File: config.mk
export PLATFORM = sky130hd
export DESIGN_NAME = msk_tof_sched
export DESIGN_NICKNAME = d
export VERILOG_FILES = /design/src/rtl/msk_tof_sched_pkg.sv /design/src/rtl/MSKand_hpc2o_tof.sv /design/src/rtl/msk_rr_arb.sv /design/src/rtl/msk_tof_sched.sv
export SDC_FILE = /design/constraint.sdc
export NUM_CORES = 1
export LEC_CHECK = 0
export ABC_AREA = 1
export BUFFER_PORTS_ARGS = -buffer_cell sky130_fd_sc_hd__buf_4
export CAP_MARGIN = 10
export CORE_ASPECT_RATIO = 0.8
export CORE_MARGIN = 8
export CORE_UTILIZATION = 49
export DETAILED_ROUTE_END_ITERATION = 7
export GPL_ROUTABILITY_DRIVEN = 0
export PLACE_DENSITY = 0.79
export SLEW_MARGIN = 20
export SYNTH_ARGS = -nofsm -noshare
export SYNTH_HDL_FRONTEND = slang
export SYNTH_SLANG_ARGS = --single-unit
File: constraint.sdc
create_clock -name clk -period 5.5 [get_ports clk]
set_input_delay 0.275 -clock clk [delete_from_list [all_inputs] [get_ports clk]]
set_output_delay 0.275 -clock clk [all_outputs]
set_load 0.005 [all_outputs]
File: src/rtl/msk_tof_sched_pkg.sv
// Shared constants for the Toffoli-gadget scheduler: response FIFO depth,
// pointer/credit widths and the HPC2 randomness width helper.
package msk_tof_sched_pkg;

   localparam int DEPTH  = 4;
   localparam int PTR_W  = $clog2(DEPTH);
   localparam int CRED_W = $clog2(DEPTH + 1);

   // Fresh random bits consumed by one HPC2 multiplication with d shares.
   function automatic int hpc2rnd(input int d);
      return d * (d - 1) / 2;
   endfunction

endpackage

File: src/rtl/MSKand_hpc2o_tof.sv
// HPC2 masked Toffoli gadget: out = ina*inb ^ inc, two register stages.
// inb and rnd arrive one cycle before ina, inc and the delayed inb_prev.
module MSKand_hpc2o_tof #(
   parameter int d = 2,
   localparam int RND_W = d * (d - 1) / 2
) (
   input  logic             clk,
   input  logic [d-1:0]     ina,
   input  logic [d-1:0]     inb,
   input  logic [d-1:0]     inb_prev,
   input  logic [d-1:0]     inc,
   input  logic [RND_W-1:0] rnd,
   output logic [d-1:0]     out
);

   logic [d-1:0] out_next;

   for (genvar i = 0; i < d; i++) begin : g_row
      logic [d-1:0] term;
      for (genvar j = 0; j < d; j++) begin : g_col
         if (i == j) begin : g_diag
            assign term[j] = ina[i] & inb_prev[i];
         end else begin : g_cross
            // r_ij == r_ji so the randomness cancels across output shares.
            localparam int LO = (i < j) ? i : j;
            localparam int HI = (i < j) ? j : i;
            localparam int K  = LO * (d - 1) - LO * (LO - 1) / 2 + (HI - LO - 1);
            logic s_q;
            logic r_q;
            always_ff @(posedge clk) begin
               s_q <= inb[j] ^ rnd[K];
               r_q <= rnd[K];
            end
            assign term[j] = (~ina[i] & r_q) ^ (ina[i] & s_q);
         end
      end
      assign out_next[i] = (^term) ^ inc[i];
   end

   always_ff @(posedge clk) begin
      out <= out_next;
   end

endmodule

File: src/rtl/msk_rr_arb.sv
// Round-robin arbiter: one-hot grant searching from last+1; the pointer
// moves to the granted requester only when advance is high.
module msk_rr_arb
   import msk_tof_sched_pkg::*;
#(
   parameter int NREQ = 4,
   localparam int IDW = $clog2(NREQ)
) (
   input  logic            clk,
   input  logic            rst_n,
   input  logic [NREQ-1:0] req,
   input  logic            advance,
   output logic [NREQ-1:0] grant,
   output logic [IDW-1:0]  grant_id,
   output logic [IDW-1:0]  last
);

   logic [IDW-1:0] cand [NREQ];
   logic [NREQ-1:0] hit;

   for (genvar k = 0; k < NREQ; k++) begin : g_cand
      assign cand[k] = IDW'((int'(last) + k + 1) % NREQ);
      assign hit[k]  = req[cand[k]];
   end

   always_comb begin
      grant    = '0;
      grant_id = '0;
      // Walk candidates from highest offset down so the nearest one wins.
      for (int k = NREQ - 1; k >= 0; k--) begin
         if (hit[k]) begin
            grant_id = cand[k];
         end
      end
      if (|hit) begin
         grant[grant_id] = 1'b1;
      end
   end

   always_ff @(posedge clk or negedge rst_n) begin
      if (!rst_n) begin
         last <= IDW'(NREQ - 1);
      end else if (advance) begin
         last <= grant_id;
      end
   end

endmodule

File: src/rtl/msk_tof_sched.sv
// Credit-limited scheduler sharing one HPC2 Toffoli gadget among NREQ
// requesters; results return tagged with the requester id through a FIFO.
module msk_tof_sched
   import msk_tof_sched_pkg::*;
#(
   parameter int d    = 2,
   parameter int NREQ = 4,
   localparam int IDW   = $clog2(NREQ),
   localparam int RND_W = hpc2rnd(d)
) (
   input  logic              clk,
   input  logic              rst_n,
   input  logic [NREQ-1:0]   req_valid,
   output logic [NREQ-1:0]   req_ready,
   input  logic [NREQ*d-1:0] req_a,
   input  logic [NREQ*d-1:0] req_b,
   input  logic [NREQ*d-1:0] req_c,
   input  logic              rnd_valid,
   input  logic [RND_W-1:0]  rnd_in,
   output logic              rnd_ready,
   output logic              rsp_valid,
   input  logic              rsp_ready,
   output logic [IDW-1:0]    rsp_id,
   output logic [d-1:0]      rsp_out
);

   localparam int ENT_W = IDW + d;

   // Handshake: a requester transfers when req_valid[i] & req_ready[i];
   // req_ready is one-hot and only raised with randomness and a credit in
   // hand, so rnd_ready equals "an accept happens"; rsp pops on
   // rsp_valid & rsp_ready.
   logic [NREQ-1:0] grant;
   logic [IDW-1:0]  grant_id;
   logic [IDW-1:0]  arb_last;
   logic            accept;
   logic            push;
   logic            pop;
   logic [CRED_W-1:0] credits;

   assign accept    = rnd_valid & (credits != '0) & (|req_valid);
   assign req_ready = {NREQ{accept}} & grant;
   assign rnd_ready = accept;

   msk_rr_arb #(.NREQ(NREQ)) u_arb (
      .clk      (clk),
      .rst_n    (rst_n),
      .req      (req_valid),
      .advance  (accept),
      .grant    (grant),
      .grant_id (grant_id),
      .last     (arb_last)
   );

   logic [d-1:0] a_arr [NREQ];
   logic [d-1:0] b_arr [NREQ];
   logic [d-1:0] c_arr [NREQ];

   for (genvar i = 0; i < NREQ; i++) begin : g_slice
      assign a_arr[i] = req_a[i*d +: d];
      assign b_arr[i] = req_b[i*d +: d];
      assign c_arr[i] = req_c[i*d +: d];
   end

   // Stage registers named by the gadget phase they feed: s1 early, s2 late,
   // s3 aligned with the gadget output.
   logic             v1, v2, v3;
   logic [d-1:0]     s1_a, s1_b, s1_c, s2_a, s2_b, s2_c;
   logic [RND_W-1:0] s1_rnd;
   logic [IDW-1:0]   s1_id, s2_id, s3_id;

   always_ff @(posedge clk or negedge rst_n) begin
      if (!rst_n) begin
         v1 <= 1'b0;  v2 <= 1'b0;  v3 <= 1'b0;
         s1_a <= '0;  s1_b <= '0;  s1_c <= '0;  s1_rnd <= '0;  s1_id <= '0;
         s2_a <= '0;  s2_b <= '0;  s2_c <= '0;  s2_id <= '0;
         s3_id <= '0;
      end else begin
         v1 <= accept;
         if (accept) begin
            s1_a   <= a_arr[grant_id];
            s1_b   <= b_arr[grant_id];
            s1_c   <= c_arr[grant_id];
            s1_rnd <= rnd_in;
            s1_id  <= grant_id;
         end
         v2    <= v1;
         s2_a  <= s1_a;
         s2_b  <= s1_b;
         s2_c  <= s1_c;
         s2_id <= s1_id;
         v3    <= v2;
         s3_id <= s2_id;
      end
   end

   logic [d-1:0]     g_ina, g_inb, g_inb_prev, g_inc, g_out;
   logic [RND_W-1:0] g_rnd;

   // Idle phases feed zeros so no stale share reaches the gadget.
   assign g_inb      = {d{v1}} & s1_a;
   assign g_rnd      = {RND_W{v1}} & s1_rnd;
   assign g_inb_prev = {d{v2}} & s2_a;
   assign g_ina      = {d{v2}} & s2_b;
   assign g_inc      = {d{v2}} & s2_c;

   MSKand_hpc2o_tof #(.d(d)) u_tof (
      .clk      (clk),
      .ina      (g_ina),
      .inb      (g_inb),
      .inb_prev (g_inb_prev),
      .inc      (g_inc),
      .rnd      (g_rnd),
      .out      (g_out)
   );

   logic [ENT_W-1:0]  fifo_mem [DEPTH];
   logic [PTR_W-1:0]  wr_ptr, rd_ptr;
   logic [CRED_W-1:0] fifo_cnt;
   logic [ENT_W-1:0]  head;

   assign push      = v3;
   assign rsp_valid = (fifo_cnt != '0);
   assign pop       = rsp_valid & rsp_ready;
   assign head      = fifo_mem[rd_ptr];
   assign rsp_id    = head[ENT_W-1:d];
   assign rsp_out   = head[d-1:0];

   always_ff @(posedge clk or negedge rst_n) begin
      if (!rst_n) begin
         fifo_mem <= '{default: '0};
         wr_ptr   <= '0;
         rd_ptr   <= '0;
         fifo_cnt <= '0;
      end else begin
         if (push) begin
            fifo_mem[wr_ptr] <= {s3_id, g_out};
            wr_ptr           <= wr_ptr + PTR_W'(1);
         end
         if (pop) begin
            rd_ptr <= rd_ptr + PTR_W'(1);
         end
         case ({push, pop})
            2'b10:   fifo_cnt <= fifo_cnt + CRED_W'(1);
            2'b01:   fifo_cnt <= fifo_cnt - CRED_W'(1);
            default: fifo_cnt <= fifo_cnt;
         endcase
      end
   end

   // Credits cover in-flight plus stored results, so a push never overflows.
   always_ff @(posedge clk or negedge rst_n) begin
      if (!rst_n) begin
         credits <= CRED_W'(DEPTH);
      end else begin
         case ({accept, pop})
            2'b10:   credits <= credits - CRED_W'(1);
            2'b01:   credits <= credits + CRED_W'(1);
            default: credits <= credits;
         endcase
      end
   end

endmodule
==> results of run 1 <==
## metrics by stage
| step | std cells | hold WS [ns] | setup slack (ns) |
|---|---|---|---|
| floorplan | 334 | -0.0206 | 3.28 |
| global placement | 448 | 0.323 | 3.22 |
| detailed placement | 448 | 0.331 | 3.07 |
| CTS | 457 | 0.158 | 2.78 |
| global route | 457 | 0.179 | 2.60 |
| finish | 457 | 0.164 | 2.77 |
## flip-flops by register name (all words and copies together) (netlist names), 2 cells and up
signal,cells
u_arb.last,2
s1_id,2
credits,3
s1_c,2
s2_c,2
s1_b,2
rd_ptr,2
fifo_mem,16
u_tof.out,2
s2_id,2
s1_a,2
s2_a,2
wr_ptr,2
fifo_cnt,3
s3_id,2
s2_b,2
u_tof.g_row.g_col.g_cross.s_q,2
## worst paths after layout
check                                          start                 endpoint  slack (ns)  cells past startpoint
setup / recovery           u_arb.last[0]$_DFFE_PN1P_             req_ready[3]        2.77                     11
hold / removal                                rnd_in       s1_rnd$_DFFE_PN0P_        0.16                      3
setup reg to reg              credits[0]$_DFFE_PN0P_   credits[2]$_DFFE_PN1P_        3.07                     10
hold reg to reg                   s2_id[1]$_DFF_PN0_       s3_id[1]$_DFF_PN0_        0.36                      0
max in group asynchronous                      rst_n  fifo_mem[4]$_DFFE_PN0P_        4.59                      2
min in group asynchronous                      rst_n   credits[0]$_DFFE_PN0P_        0.51                      2
## cells in the mapped netlist, types with 4 or more instances
master	n
sky130_fd_sc_hd__ha_1	6
sky130_fd_sc_hd__xor2_1	5
sky130_fd_sc_hd__nand2_2	8
sky130_fd_sc_hd__dfrtp_1	47
sky130_fd_sc_hd__nand3_1	30
sky130_fd_sc_hd__nor2_1	13
sky130_fd_sc_hd__nand2_1	99
sky130_fd_sc_hd__o21ai_0	33
sky130_fd_sc_hd__nor3_1	4
sky130_fd_sc_hd__dfxtp_1	5
sky130_fd_sc_hd__o22ai_1	4
sky130_fd_sc_hd__nand3b_1	6
sky130_fd_sc_hd__inv_1	43
sky130_fd_sc_hd__xnor2_1	7
## routing by layer
metal  GRT usage [%]  wire length [µm]  share of wire (%)
met2            21.2              2320                 43
met1            17.5              2620                 49
met5               0                 0                  0
met4            4.66                67                1.2
met3            5.08               362                6.7
## cell families (layout without fill, tap and decap cells)
| kind of cell | Yosys count | in the layout |
|---|---|---|
| AOI/OAI and AO/OA | 40 | 40 |
| xor gates and xnor gates | 12 | 12 |
| adders and majority gates | 8 | 8 |
| buffers and inverters | 53 | 98 |
| DFF | 55 | 55 |
| muxes | 1 | 1 |
| and+or+nand+nor | 165 | 165 |
## worst register-to-register path, stage by stage (launching register included)
cell	delay (ns)
sky130_fd_sc_hd__dfrtp_1	0.44
sky130_fd_sc_hd__nor3_1	0.27
sky130_fd_sc_hd__nor3_1	0.09
sky130_fd_sc_hd__buf_4	0.19
sky130_fd_sc_hd__inv_1	0.29
sky130_fd_sc_hd__ha_1	0.21
sky130_fd_sc_hd__inv_1	0.06
sky130_fd_sc_hd__fa_1	0.37
sky130_fd_sc_hd__a21oi_1	0.14
sky130_fd_sc_hd__o21ai_0	0.11
sky130_fd_sc_hd__xnor2_1	0.17
## power breakdown
part | internal (W) | switching [W]
clock | 0.000106 | 0.000135
sequential | 0.000596 | 0.000126
combinational | 0.000371 | 0.000548
## cell type report
type | instances | share of cell area, %
multi-input combinational | 226 | 36.5
clock buffer | 6 | 2.55
sequential | 55 | 41.8
clock inverter | 2 | 0.540
tap | 78 | 3.01
timing repair buffer | 44 | 10.3
inverter | 46 | 5.40
## what timing repair did
item,in CTS,in global routing
setup buffers,0,0
hold buffers,1,0
endpoints found under the hold margin,47,0
==> metrics.txt, run 1 <==
# TYPE chip_impl_metric gauge
chip_impl_metric{name="dp_hpwl",unit="mm"} 4.03
chip_impl_info{name="synth-main-ff-cell",value="sky130_fd_sc_hd__dfrtp_1"} 1
chip_impl_metric{name="compound_cell_area_share_of_the_yosys_netlist",unit="%"} 7.85
chip_impl_metric{name="total_grt_overflow",unit=""} 0
chip_impl_metric{name="period_share",unit="%"} 49.7
chip_impl_info{name="cpMaxStageDelayCell",value="sky130_fd_sc_hd__dfstp_2"} 1
chip_impl_metric{name="multi_input_comb_area",unit="mm²"} 0.00118
chip_impl_metric{name="place_area",unit="mm²"} 0.00313
chip_impl_metric{name="timing.critical_path.arrival",unit="ns"} 2.46
chip_impl_metric{name="place.port_buffers",unit=""} 42
chip_impl_metric{name="seq_total_area_yosys",unit="%"} 49.1
chip_impl_metric{name="cp_num_buf_inv",unit=""} 2
chip_impl_metric{name="gate_count_after_technology_mapping",unit=""} 334
chip_impl_metric{name="timing.critical_path.fanout_max",unit=""} 13
chip_impl_metric{name="final-max-slew-violation-count",unit=""} 0
chip_impl_info{name="critical_path.endpoint_type",value="primary output"} 1
chip_impl_info{name="rsz_0062_raised_after_global_routing",value="false"} 1
chip_impl_metric{name="tritoncts.num_buffers",unit=""} 5
chip_impl_metric{name="finalHoldViolations",unit=""} 0
chip_impl_metric{name="first_global_vias",unit=""} 2206
chip_impl_metric{name="drt_iter0_markers",unit=""} 76
chip_impl_info{name="timing.critical_path.max_delay_family",value="simple AND/OR/NAND/NOR gates"} 1
chip_impl_info{name="clock-root-buffer",value="sky130_fd_sc_hd__clkbuf_8"} 1
chip_impl_metric{name="placement_rows",unit=""} 24
chip_impl_metric{name="post_route_cells_drive_above_1_share",unit="%"} 18.7
chip_impl_metric{name="final.setup.tns",unit="ns"} 0
chip_impl_info{name="worstSetupStartpointType",value="flop"} 1
chip_impl_metric{name="synth.top_cell.area_share",unit="%"} 42.6
chip_impl_metric{name="fillerInstances",unit=""} 491
chip_impl_metric{name="clock_insertion_delay_worst_skew",unit="ns"} 0.31
chip_impl_info{name="layout_commonest_cell",value="sky130_fd_sc_hd__nand2_1"} 1
chip_impl_info{name="status",value="completed"} 1
chip_impl_metric{name="groute.usage.overall",unit="%"} 13.8
chip_impl_metric{name="design.portCount",unit=""} 43
chip_impl_metric{name="cts.sinks",unit=""} 55
chip_impl_metric{name="router_iterations_before_antenna_repair",unit=""} 4
chip_impl_metric{name="grt_first_pass_wirelength",unit="mm"} 9.56
chip_impl_metric{name="height_of_the_die",unit="µm"} 83.1
chip_impl_metric{name="grt_antenna_before_repair",unit=""} 0
chip_impl_metric{name="leakage",unit="nW"} 1.70
chip_impl_info{name="path_class",value="reg2out"} 1
chip_impl_metric{name="synth-edff-count",unit=""} 0
chip_impl_metric{name="synth.area.mux_share",unit="%"} 0.408
chip_impl_metric{name="synth.lib_cells_used.distinct",unit=""} 28
chip_impl_metric{name="critical_path.max_stage_delay",unit="ns"} 0.67
chip_impl_metric{name="coreArea",unit="mm²"} 0.00544
chip_impl_metric{name="cap_viol_max_count",unit=""} 0
chip_impl_metric{name="synth-adder-area-share",unit="%"} 4.17
chip_impl_metric{name="timing_worst_slew_pin_value",unit="ns"} 0.600
chip_impl_metric{name="report.power.total",unit="W"} 0.00188
chip_impl_info{name="path_cells",value="inv_2, nand2_1, nand2_2, nand2_2, nand2_4, nand2_1, nand3_2, nand2_2, nand2_1, nor2_1, buf_4"} 1
chip_impl_metric{name="synth_async_sr_flop_share",unit="%"} 90.9
chip_impl_info{name="ys_top_cells_by_area",value="sky130_fd_sc_hd__dfrtp_1 (43%), sky130_fd_sc_hd__nand2_1 (13%), sky130_fd_sc_hd__o21ai_0 (6.0%)"} 1
chip_impl_metric{name="antenna-diode-count",unit=""} 0
chip_impl_metric{name="wl",unit="mm"} 5.37
chip_impl_metric{name="timing.critical_path.required",unit="ns"} 5.22
chip_impl_metric{name="regArea",unit="mm²"} 0.00136
chip_impl_metric{name="clock_path_buffers",unit=""} 2
chip_impl_metric{name="die-area",unit="mm²"} 0.00830
chip_impl_info{name="final_cell_mix",value="sky130_fd_sc_hd__nand2_1 (99), sky130_fd_sc_hd__dfrtp_1 (47), sky130_fd_sc_hd__inv_1 (43), sky130_fd_sc_hd__buf_4 (43), sky130_fd_sc_hd__o21ai_0 (33)"} 1
chip_impl_info{name="yosysTopAreaCell",value="sky130_fd_sc_hd__dfrtp_1"} 1
chip_impl_metric{name="worst_setup_hold_path_clk_slew",unit="ns"} 0.10
chip_impl_metric{name="layout_cell_area_excl_fill",unit="mm²"} 0.00324
chip_impl_metric{name="route.detailed.drc",unit=""} 0
chip_impl_metric{name="final_core_util",unit="%"} 59.7
chip_impl_info{name="tritoncts",value="yes"} 1
chip_impl_info{name="holdCritPathClass",value="in2reg"} 1
chip_impl_metric{name="design.final.nets",unit=""} 419
chip_impl_metric{name="grt_start_max_net_pins",unit=""} 51
chip_impl_metric{name="post_cts_resize_count",unit=""} 0
chip_impl_info{name="synth_top_family_by_area",value="simple AND/OR/NAND/NOR gates"} 1
chip_impl_metric{name="start_util",unit="%"} 50.8
chip_impl_metric{name="synthesized_area_fraction_occupied_by_xor_and_xnor_cells",unit="%"} 3.81
chip_impl_metric{name="synth.cell_area",unit="mm²"} 0.00276
chip_impl_metric{name="slew_headroom",unit="%"} 60.0
chip_impl_metric{name="postRouteAntennaNets",unit=""} 0
chip_impl_metric{name="finalWorstPathRequiredPeriod",unit="ns"} 2.73
chip_impl_metric{name="timing.fmax",unit="MHz"} 366
chip_impl_metric{name="layout-area-overhead-vs-synth",unit="%"} 17.6
chip_impl_metric{name="routed_wire_length_per_instance",unit="µm"} 11.8
chip_impl_metric{name="synth-simple-area-share",unit="%"} 26.6
chip_impl_metric{name="avgSynthCellArea",unit="µm²"} 8.26
chip_impl_metric{name="synth.net_count",unit=""} 375
chip_impl_metric{name="floorplan.die.width",unit="µm"} 99.9
chip_impl_metric{name="h-tree-depth",unit=""} 2
chip_impl_metric{name="viasPerCell",unit=""} 4.84
chip_impl_metric{name="maximum_ir_drop_on_the_vdd_rail",unit="µV"} 293
chip_impl_metric{name="power_density",unit="mW/mm²"} 580
chip_impl_metric{name="synth-seq-cells",unit=""} 55
chip_impl_metric{name="vias",unit=""} 2214
chip_impl_metric{name="setup_viol",unit=""} 0
chip_impl_metric{name="fin_worst_skew",unit="ns"} 0.00962
chip_impl_metric{name="yosysWarningCount",unit=""} 0
(Power assumes the default switching activity.)
==> run 2, diff against run 1 <==
PLACE_DENSITY = 0.82   (was 0.79)
clock period = 2.5 ns   (was 5.5 ns; I/O delays follow)
==> run 2 against run 1 <==
Core utilization increased by 1.3 points. Worst hold slack improved by 0.025 ns. Non-clock buffer count is 4 higher. Via count is 3.7% higher. Highest routed layer unchanged. Clock-buffer cell count fell by 1. Critical path type unchanged. Die area unchanged.
==> metrics.txt, run 2 (synthesis gave the netlist of run 1 again) <==
# TYPE chip_impl_metric gauge
chip_impl_metric{name="grt_first_pass_wirelength",unit="mm"} 9.92
chip_impl_metric{name="route.detailed.drc",unit=""} 0
chip_impl_metric{name="groute.usage.overall",unit="%"} 14.2
chip_impl_metric{name="tritoncts.num_buffers",unit=""} 5
chip_impl_metric{name="h-tree-depth",unit=""} 2
chip_impl_info{name="reg_top3",value="fifo_mem (16), credits (3), fifo_cnt (3)"} 1
chip_impl_metric{name="route.met2.wl",unit="mm"} 2.46
chip_impl_metric{name="first_global_vias",unit=""} 2247
chip_impl_metric{name="cts.sinks",unit=""} 55
chip_impl_metric{name="start_util",unit="%"} 50.8
chip_impl_info{name="maxUsedRoutingLayer",value="met4"} 1
chip_impl_metric{name="final.setup.tns",unit="ns"} 0
chip_impl_metric{name="setup_viol",unit=""} 0
chip_impl_metric{name="fin_worst_skew",unit="ns"} 0.00996
chip_impl_info{name="cpMaxStageDelayCell",value="sky130_fd_sc_hd__dfstp_2"} 1
chip_impl_metric{name="router_iterations_before_antenna_repair",unit=""} 4
chip_impl_info{name="path_cells",value="buf_4, nand2_2, nand2_2, nand2_2, nand2_4, nand2_4, o21ai_4, inv_4, nor3_1, buf_4"} 1
chip_impl_info{name="layout_commonest_cell",value="sky130_fd_sc_hd__nand2_1"} 1
chip_impl_metric{name="vias",unit=""} 2295
chip_impl_metric{name="layout-area-overhead-vs-synth",unit="%"} 20.1
chip_impl_metric{name="seq_power_share",unit="%"} 36.8
chip_impl_metric{name="clock_path_buffers",unit=""} 2
chip_impl_metric{name="regArea",unit="mm²"} 0.00136
chip_impl_info{name="hold-path-endpoint",value="rd_ptr[0]$_DFFE_PN0P_"} 1
chip_impl_metric{name="post_route_cells_drive_above_1_share",unit="%"} 19.3
chip_impl_metric{name="timing.fmax",unit="MHz"} 430
chip_impl_metric{name="met3RoutedLength",unit="µm"} 399
chip_impl_info{name="tritoncts",value="yes"} 1
chip_impl_metric{name="routed_wire_length_per_instance",unit="µm"} 12.2
chip_impl_metric{name="worst_setup_hold_path_clk_slew",unit="ns"} 0.10
chip_impl_metric{name="cp_num_buf_inv",unit=""} 3
chip_impl_metric{name="grt_antenna_before_repair",unit=""} 0
chip_impl_metric{name="design.portCount",unit=""} 43
chip_impl_metric{name="maximum_ir_drop_on_the_vdd_rail",unit="µV"} 642
chip_impl_metric{name="viasPerCell",unit=""} 4.98
chip_impl_metric{name="postRouteAntennaNets",unit=""} 0
chip_impl_info{name="critical_path.reg2reg.endpoint",value="credits[1]$_DFFE_PN0P_"} 1
chip_impl_metric{name="placement_rows",unit=""} 24
chip_impl_metric{name="coreArea",unit="mm²"} 0.00544
chip_impl_metric{name="wl_met1",unit="mm"} 2.68
chip_impl_metric{name="timing_worst_slew_pin_value",unit="ns"} 0.611
chip_impl_metric{name="layout_cell_area_excl_fill",unit="mm²"} 0.00331
chip_impl_metric{name="critical_path.max_stage_delay",unit="ns"} 0.62
chip_impl_metric{name="reg2regPathDepth",unit=""} 7
chip_impl_metric{name="period_share",unit="%"} 92.9
chip_impl_metric{name="slew_headroom",unit="%"} 59.3
chip_impl_metric{name="p_clk_share",unit="%"} 14.3
chip_impl_metric{name="final-max-slew-violation-count",unit=""} 0
chip_impl_info{name="holdCritPathClass",value="in2reg"} 1
chip_impl_metric{name="fillerInstances",unit=""} 490
chip_impl_metric{name="drt_iter0_markers",unit=""} 109
chip_impl_info{name="worstSetupStartpointType",value="flop"} 1
chip_impl_metric{name="timing.critical_path.fanout_max",unit=""} 10
chip_impl_metric{name="cap_viol_max_count",unit=""} 0
chip_impl_metric{name="timing.critical_path.required",unit="ns"} 2.38
chip_impl_metric{name="largest_register_ff_count",unit=""} 16
chip_impl_metric{name="finalHoldViolations",unit=""} 0
chip_impl_metric{name="place.port_buffers",unit=""} 42
chip_impl_info{name="largest_register",value="fifo_mem"} 1
chip_impl_metric{name="leakage",unit="nW"} 1.73
chip_impl_metric{name="floorplan.die.width",unit="µm"} 99.9
chip_impl_metric{name="min_path_cells",unit=""} 4
chip_impl_info{name="clock-root-buffer",value="sky130_fd_sc_hd__clkbuf_8"} 1
chip_impl_metric{name="power.net_switching",unit="W"} 0.00182
chip_impl_metric{name="place_area",unit="mm²"} 0.00314
chip_impl_metric{name="total_grt_overflow",unit=""} 0
chip_impl_metric{name="clock_insertion_delay_worst_skew",unit="ns"} 0.31
chip_impl_metric{name="swShare",unit="%"} 42.4
chip_impl_metric{name="height_of_the_die",unit="µm"} 83.1
chip_impl_metric{name="wl",unit="mm"} 5.63
chip_impl_info{name="critPathMostFrequentCell",value="sky130_fd_sc_hd__nand2_2"} 1
chip_impl_info{name="critical_path.endpoint_type",value="primary output"} 1
chip_impl_info{name="rsz_0062_raised_after_global_routing",value="false"} 1
chip_impl_metric{name="dp_hpwl",unit="mm"} 4.18
chip_impl_metric{name="design.final.nets",unit=""} 423
chip_impl_metric{name="timing.critical_path.arrival",unit="ns"} 2.20
chip_impl_info{name="path_class",value="reg2out"} 1
chip_impl_metric{name="antenna-diode-count",unit=""} 0
chip_impl_info{name="status",value="completed"} 1
chip_impl_metric{name="die-area",unit="mm²"} 0.00830
chip_impl_metric{name="share_comb_of_total_power",unit="%"} 49.0
chip_impl_info{name="timing.critical_path.max_delay_family",value="flip-flops"} 1
chip_impl_info{name="worst_hold_startpoint",value="rsp_ready"} 1
chip_impl_metric{name="multi_input_comb_area",unit="mm²"} 0.00120
chip_impl_metric{name="finalWorstPathRequiredPeriod",unit="ns"} 2.32
chip_impl_metric{name="rrSetupSlack",unit="ns"} 0.45
chip_impl_metric{name="power_density",unit="mW/mm²"} 1300
chip_impl_metric{name="internal_power",unit="W"} 0.00248
chip_impl_info{name="worst_flop_to_flop_path_startpoint",value="credits[2]$_DFFE_PN1P_"} 1
chip_impl_info{name="final_cell_mix",value="sky130_fd_sc_hd__nand2_1 (99), sky130_fd_sc_hd__dfrtp_1 (47), sky130_fd_sc_hd__buf_4 (46)"} 1
chip_impl_metric{name="grt_start_max_net_pins",unit=""} 51
==> run 2: changes by cell type in the layout (fill, tap and decap cells not counted), sizes merged <==
cell	before	now
dlygate4sd3	1	2
clkbuf	6	5
buf	43	46
bufinv	0	1
==> run 2: metal layers <==
layer  vias to the layer above  global-route usage [%]
met5                         -                       0
met3                        14                    4.83
met4                         0                    5.35
li1                       1142                       -
met1                      1060                    18.6
met2                        79                    21.1
==> run 2: power by group through the flow <==
stage          logic (W)  clock network [W]  registers, W
2_1_floorplan    0.00160                  0       0.00149
3_3_place_gp     0.00194                  0       0.00158
3_5_place_dp     0.00202                  0       0.00161
4_1_cts          0.00203           0.000627       0.00160
5_1_grt          0.00242           0.000666       0.00163
6_report         0.00210           0.000614       0.00158
==> run 2: cell type report <==
class	instances	area share, %
Inverter	46	5.29
Clock inverter	3	1.51
Multi-Input combinational cell	226	36.3
Clock buffer	5	2.08
Tap cell	78	2.94
Timing Repair Buffer	48	11.0
Sequential cell	55	40.9
==> run 2: worst max-delay path by stage <==
stage | slack (ns) | cells after the start | endpoint | from
after floorplan | 0.28 | 8 | credits[1]$_DFFE_PN0P_ | credits[2]$_DFFE_PN1P_
after detailed placement | 0.40 | 11 | req_ready[3] | u_arb.last[0]$_DFFE_PN1P_
after global routing | 0.004 | 11 | req_ready[3] | u_arb.last[0]$_DFFE_PN1P_
final | 0.18 | 10 | req_ready[2] | u_arb.last[0]$_DFFE_PN1P_
after CTS | 0.03 | 11 | req_ready[3] | u_arb.last[0]$_DFFE_PN1P_
after global placement | 0.48 | 11 | req_ready[1] | u_arb.last[0]$_DFFE_PN1P_
==> run 2: worst register-to-register path: cells and delay by family, from the launching register on <==
family,cells,cell delay [ns]
fa+ha+maj,2,0.62
flops,1,0.55
buf+inv,2,0.20
mux,1,0.27
simple gates,2,0.30
==> run 2: timing repair <==
item / 4_1_cts / 5_1_grt
setup endpoints to repair: 0 / 4
setup buffers: 0 / 2
hold buffers: 2 / 0
resized for setup: 0 / 3
endpoints found under the hold margin: 48 / 0
==> run 2: metrics by stage <==
stage	std cells	setup WS (ns)	util, %	total power, W	hold WS, ns
3_5_place_dp	449	0.400	57.8	0.00362	0.182
5_1_grt	461	0.00396	61.0	0.00472	0.216
2_1_floorplan	334	0.276	-	0.00309	-0.171
4_1_cts	459	0.0260	60.3	0.00425	0.187
3_3_place_gp	449	0.480	57.8	0.00352	0.172
6_report	461	0.176	61.0	0.00430	0.189
==> run 3, diff against run 2 <==
ABC_AREA = unset   (was 1)
PLACE_DENSITY = 0.83   (was 0.82)
==> run 3 against run 2 <==
Setup slack better by 0.23 ns. Synthesized area shrank 9.1%. Flip-flop and latch count is the same. Critical path depth is 4 lower. Highest routed layer unchanged. Power shrank 19%. Critical path type is now reg2reg. Non-clock buffer count fell by 3.
==> metrics.txt, run 3 <==
# TYPE chip_impl_metric gauge
chip_impl_metric{name="clock_insertion_delay_worst_skew",unit="ns"} 0.31
chip_impl_metric{name="cts.hold.buffers_added",unit=""} 1
chip_impl_info{name="synth.most_common_cell",value="sky130_fd_sc_hd__dfrtp_1"} 1
chip_impl_info{name="critical_path.endpoint_type",value="flop"} 1
chip_impl_metric{name="antenna-diode-count",unit=""} 0
chip_impl_metric{name="place_area",unit="mm²"} 0.00289
chip_impl_metric{name="fin_worst_skew",unit="ns"} 0.00852
chip_impl_info{name="final_cell_mix",value="sky130_fd_sc_hd__dfrtp_1 (47), sky130_fd_sc_hd__buf_4 (44), sky130_fd_sc_hd__mux2_2 (24)"} 1
chip_impl_metric{name="worst_setup_hold_path_clk_slew",unit="ns"} 0.09
chip_impl_metric{name="first_global_vias",unit=""} 1636
chip_impl_metric{name="swShare",unit="%"} 32.5
chip_impl_metric{name="period_share",unit="%"} 83.7
chip_impl_metric{name="height_of_the_die",unit="µm"} 80
chip_impl_metric{name="vias",unit=""} 1513
chip_impl_metric{name="layout_cell_area_excl_fill",unit="mm²"} 0.00298
chip_impl_metric{name="die-area",unit="mm²"} 0.00768
chip_impl_metric{name="timing.fmax",unit="MHz"} 478
chip_impl_metric{name="layout-area-overhead-vs-synth",unit="%"} 19.0
chip_impl_info{name="status",value="completed"} 1
chip_impl_metric{name="clock_path_buffers",unit=""} 2
chip_impl_metric{name="design.final.nets",unit=""} 279
chip_impl_metric{name="reg2regPathDepth",unit=""} 6
chip_impl_metric{name="post_cts_resize_count",unit=""} 0
chip_impl_metric{name="timing_worst_slew_pin_value",unit="ns"} 0.620
chip_impl_metric{name="drt_iter0_markers",unit=""} 27
chip_impl_metric{name="power.net_switching",unit="W"} 0.00113
chip_impl_metric{name="slew_headroom",unit="%"} 58.6
chip_impl_info{name="tritoncts",value="yes"} 1
chip_impl_metric{name="viasPerCell",unit=""} 5.03
chip_impl_metric{name="cts.repair_timing.setup_buffer_count",unit=""} 0
chip_impl_metric{name="share_comb_of_total_power",unit="%"} 38.7
chip_impl_metric{name="total_grt_overflow",unit=""} 0
chip_impl_metric{name="timing.critical_path.fanout_max",unit=""} 4
chip_impl_info{name="clock-root-buffer",value="sky130_fd_sc_hd__clkbuf_8"} 1
chip_impl_info{name="hold-path-endpoint",value="s1_rnd$_DFFE_PN0P_"} 1
chip_impl_metric{name="report.power.total",unit="W"} 0.00348
chip_impl_metric{name="regArea",unit="mm²"} 0.00136
chip_impl_metric{name="power_density",unit="mW/mm²"} 1160
chip_impl_info{name="yosysTopAreaCell",value="sky130_fd_sc_hd__dfrtp_1"} 1
chip_impl_info{name="layout_commonest_cell",value="sky130_fd_sc_hd__dfrtp_1"} 1
chip_impl_metric{name="synth.cell_area",unit="mm²"} 0.00251
chip_impl_metric{name="finalHoldViolations",unit=""} 0
chip_impl_info{name="rsz_0062_raised_after_global_routing",value="false"} 1
chip_impl_info{name="worstSetupStartpointType",value="flop"} 1
chip_impl_metric{name="rrSetupSlack",unit="ns"} 0.41
chip_impl_metric{name="h-tree-depth",unit=""} 2
chip_impl_metric{name="yosysWarningCount",unit=""} 0
chip_impl_metric{name="design.portCount",unit=""} 43
chip_impl_metric{name="synth-seq-cells",unit=""} 55
chip_impl_metric{name="cts.sinks",unit=""} 55
chip_impl_metric{name="synth-edff-count",unit=""} 0
chip_impl_metric{name="final-max-slew-violation-count",unit=""} 0
chip_impl_metric{name="wl",unit="mm"} 4.30
chip_impl_metric{name="largest_register_ff_count",unit=""} 16
chip_impl_metric{name="postRouteAntennaNets",unit=""} 0
chip_impl_metric{name="cap_viol_max_count",unit=""} 0
chip_impl_metric{name="groute.usage.overall",unit="%"} 12.4
chip_impl_metric{name="placement_rows",unit=""} 23
chip_impl_metric{name="internal_power",unit="W"} 0.00235
chip_impl_metric{name="coreArea",unit="mm²"} 0.00498
chip_impl_metric{name="dp_hpwl",unit="mm"} 3.30
chip_impl_info{name="critical_path.reg2reg.endpoint",value="credits[1]$_DFFE_PN0P_"} 1
chip_impl_metric{name="place.port_buffers",unit=""} 42
chip_impl_metric{name="finalWorstPathRequiredPeriod",unit="ns"} 2.09
chip_impl_metric{name="p_clk_share",unit="%"} 13.7
chip_impl_metric{name="grt_start_max_net_pins",unit=""} 51
chip_impl_metric{name="router_iterations_before_antenna_repair",unit=""} 4
chip_impl_info{name="holdCritPathClass",value="in2reg"} 1
chip_impl_metric{name="maximum_ir_drop_on_the_vdd_rail",unit="µV"} 608
chip_impl_metric{name="multi_input_comb_area",unit="mm²"} 0.00108
chip_impl_metric{name="timing.critical_path.required",unit="ns"} 2.70
chip_impl_metric{name="leakage",unit="nW"} 1.40
chip_impl_metric{name="synth.net_count",unit=""} 232
chip_impl_metric{name="timing.critical_path.arrival",unit="ns"} 2.29
chip_impl_metric{name="gate_count_after_technology_mapping",unit=""} 191
chip_impl_info{name="worst_flop_to_flop_path_startpoint",value="fifo_cnt[2]$_DFFE_PN0P_"} 1
chip_impl_metric{name="route.detailed.drc",unit=""} 0
chip_impl_metric{name="grt_first_pass_wirelength",unit="mm"} 7.45
chip_impl_metric{name="setup_viol",unit=""} 0
chip_impl_metric{name="seq_total_area_yosys",unit="%"} 54.0
chip_impl_info{name="ys_top_cells_by_area",value="sky130_fd_sc_hd__dfrtp_1 (47%), sky130_fd_sc_hd__mux2_2 (11%), sky130_fd_sc_hd__mux2i_1 (7.6%)"} 1
chip_impl_metric{name="start_util",unit="%"} 50.4
chip_impl_metric{name="dpl.cell_count",unit=""} 292
chip_impl_metric{name="post_route_cells_drive_above_1_share",unit="%"} 35.1
chip_impl_info{name="worst_hold_startpoint",value="rnd_in"} 1
chip_impl_metric{name="synth.lib_cells_used.distinct",unit=""} 30
chip_impl_metric{name="synth.top_cell.area_share",unit="%"} 46.9
chip_impl_metric{name="fillerInstances",unit=""} 401
chip_impl_metric{name="seq_power_share",unit="%"} 47.6
chip_impl_metric{name="final_cell_count_no_fill",unit=""} 301
chip_impl_info{name="post_synth_most_frequent_cells",value="sky130_fd_sc_hd__dfrtp_1 (47), sky130_fd_sc_hd__mux2_2 (24), sky130_fd_sc_hd__mux2i_1 (19)"} 1
chip_impl_info{name="path_class",value="reg2reg"} 1
chip_impl_metric{name="final.setup.tns",unit="ns"} 0
chip_impl_info{name="reg_top3",value="fifo_mem (16), credits (3), fifo_cnt (3)"} 1
chip_impl_metric{name="grt_antenna_before_repair",unit=""} 0
chip_impl_metric{name="routed_wire_length_per_instance",unit="µm"} 14.3
chip_impl_metric{name="tritoncts.num_buffers",unit=""} 5
chip_impl_info{name="largest_register",value="fifo_mem"} 1
chip_impl_metric{name="synth_async_sr_flop_share",unit="%"} 90.9
chip_impl_metric{name="avgSynthCellArea",unit="µm²"} 13.1
chip_impl_metric{name="final_core_util",unit="%"} 59.9
chip_impl_metric{name="floorplan.die.width",unit="µm"} 96.0
chip_impl_metric{name="min_path_cells",unit=""} 2
chip_impl_info{name="synth-main-ff-cell",value="sky130_fd_sc_hd__dfrtp_1"} 1
-- run 3: layer usage --
layer | wire (µm) | GRT usage [%] | vias up
met5 | 0 | 0 | -
met4 | 80 | 5.97 | 0
met3 | 323 | 4.61 | 7
met2 | 1890 | 18.8 | 46
met1 | 2000 | 15.4 | 713
li1 | - | - | 747
-- run 3: kinds of logic (layout without fill, tap and decap cells) --
family,after synthesis,count (layout),synth area share (%)
XOR/XNOR,15,15,5.24
adder cells (fa/ha/maj),8,8,4.59
buffers and inverters,16,64,2.74
multiplexers,47,47,21.9
flip-flops,55,55,54.0
AO/OA/AOI/OAI,14,14,4.54
AND/OR/NAND/NOR,36,36,6.93
-- run 3: final cells by class --
class,instances,area share (%)
well taps,62,2.60
clock buffers,6,2.43
clock inverters,2,0.419
repair buffers,45,11.4
flip-flops and latches,55,45.4
multi-input cells,120,36.4
inverters,11,1.38
-- run 3: how the worst max path moves through the flow --
stage	start	to	depth (start not counted)	slack, ns
detailed placement	req_valid[0]	credits[2]$_DFFE_PN1P_	10	0.35
global placement	req_valid[0]	credits[2]$_DFFE_PN1P_	10	0.42
global route	u_arb.last[0]$_DFFE_PN1P_	req_ready[1]	5	0.24
finish	fifo_cnt[2]$_DFFE_PN0P_	credits[1]$_DFFE_PN0P_	6	0.41
CTS	u_arb.last[0]$_DFFE_PN1P_	req_ready[3]	5	0.37
floorplan	credits[2]$_DFFE_PN1P_	credits[1]$_DFFE_PN0P_	8	0.14
-- run 3: power groups by stage --
stage | Clock [W] | Sequential, W | Combinational (W)
after floorplan | 0 | 0.00155 | 0.00107
after global placement | 0 | 0.00165 | 0.00132
after detailed placement | 0 | 0.00168 | 0.00137
after CTS | 0.000495 | 0.00166 | 0.00138
after global routing | 0.000529 | 0.00172 | 0.00151
final | 0.000475 | 0.00165 | 0.00135
-- run 3: through the flow --
| stage | hold slack, ns | setup WS [ns] |
|---|---|---|
| final | 0.0405 | 0.407 |
| after CTS | 0.0278 | 0.371 |
| after global placement | 0.172 | 0.423 |
| after global routing | 0.0355 | 0.241 |
| after floorplan | -0.171 | 0.144 |
| after detailed placement | 0.179 | 0.349 |
-- run 3: worst max-delay path, cell delays in order (launching register included) --
cell                      delay [ns]
sky130_fd_sc_hd__dfrtp_1        0.39
sky130_fd_sc_hd__or3_1          0.38
sky130_fd_sc_hd__and2_1         0.23
sky130_fd_sc_hd__ha_1           0.24
sky130_fd_sc_hd__inv_1          0.08
sky130_fd_sc_hd__fa_1           0.41
sky130_fd_sc_hd__mux2_2         0.27
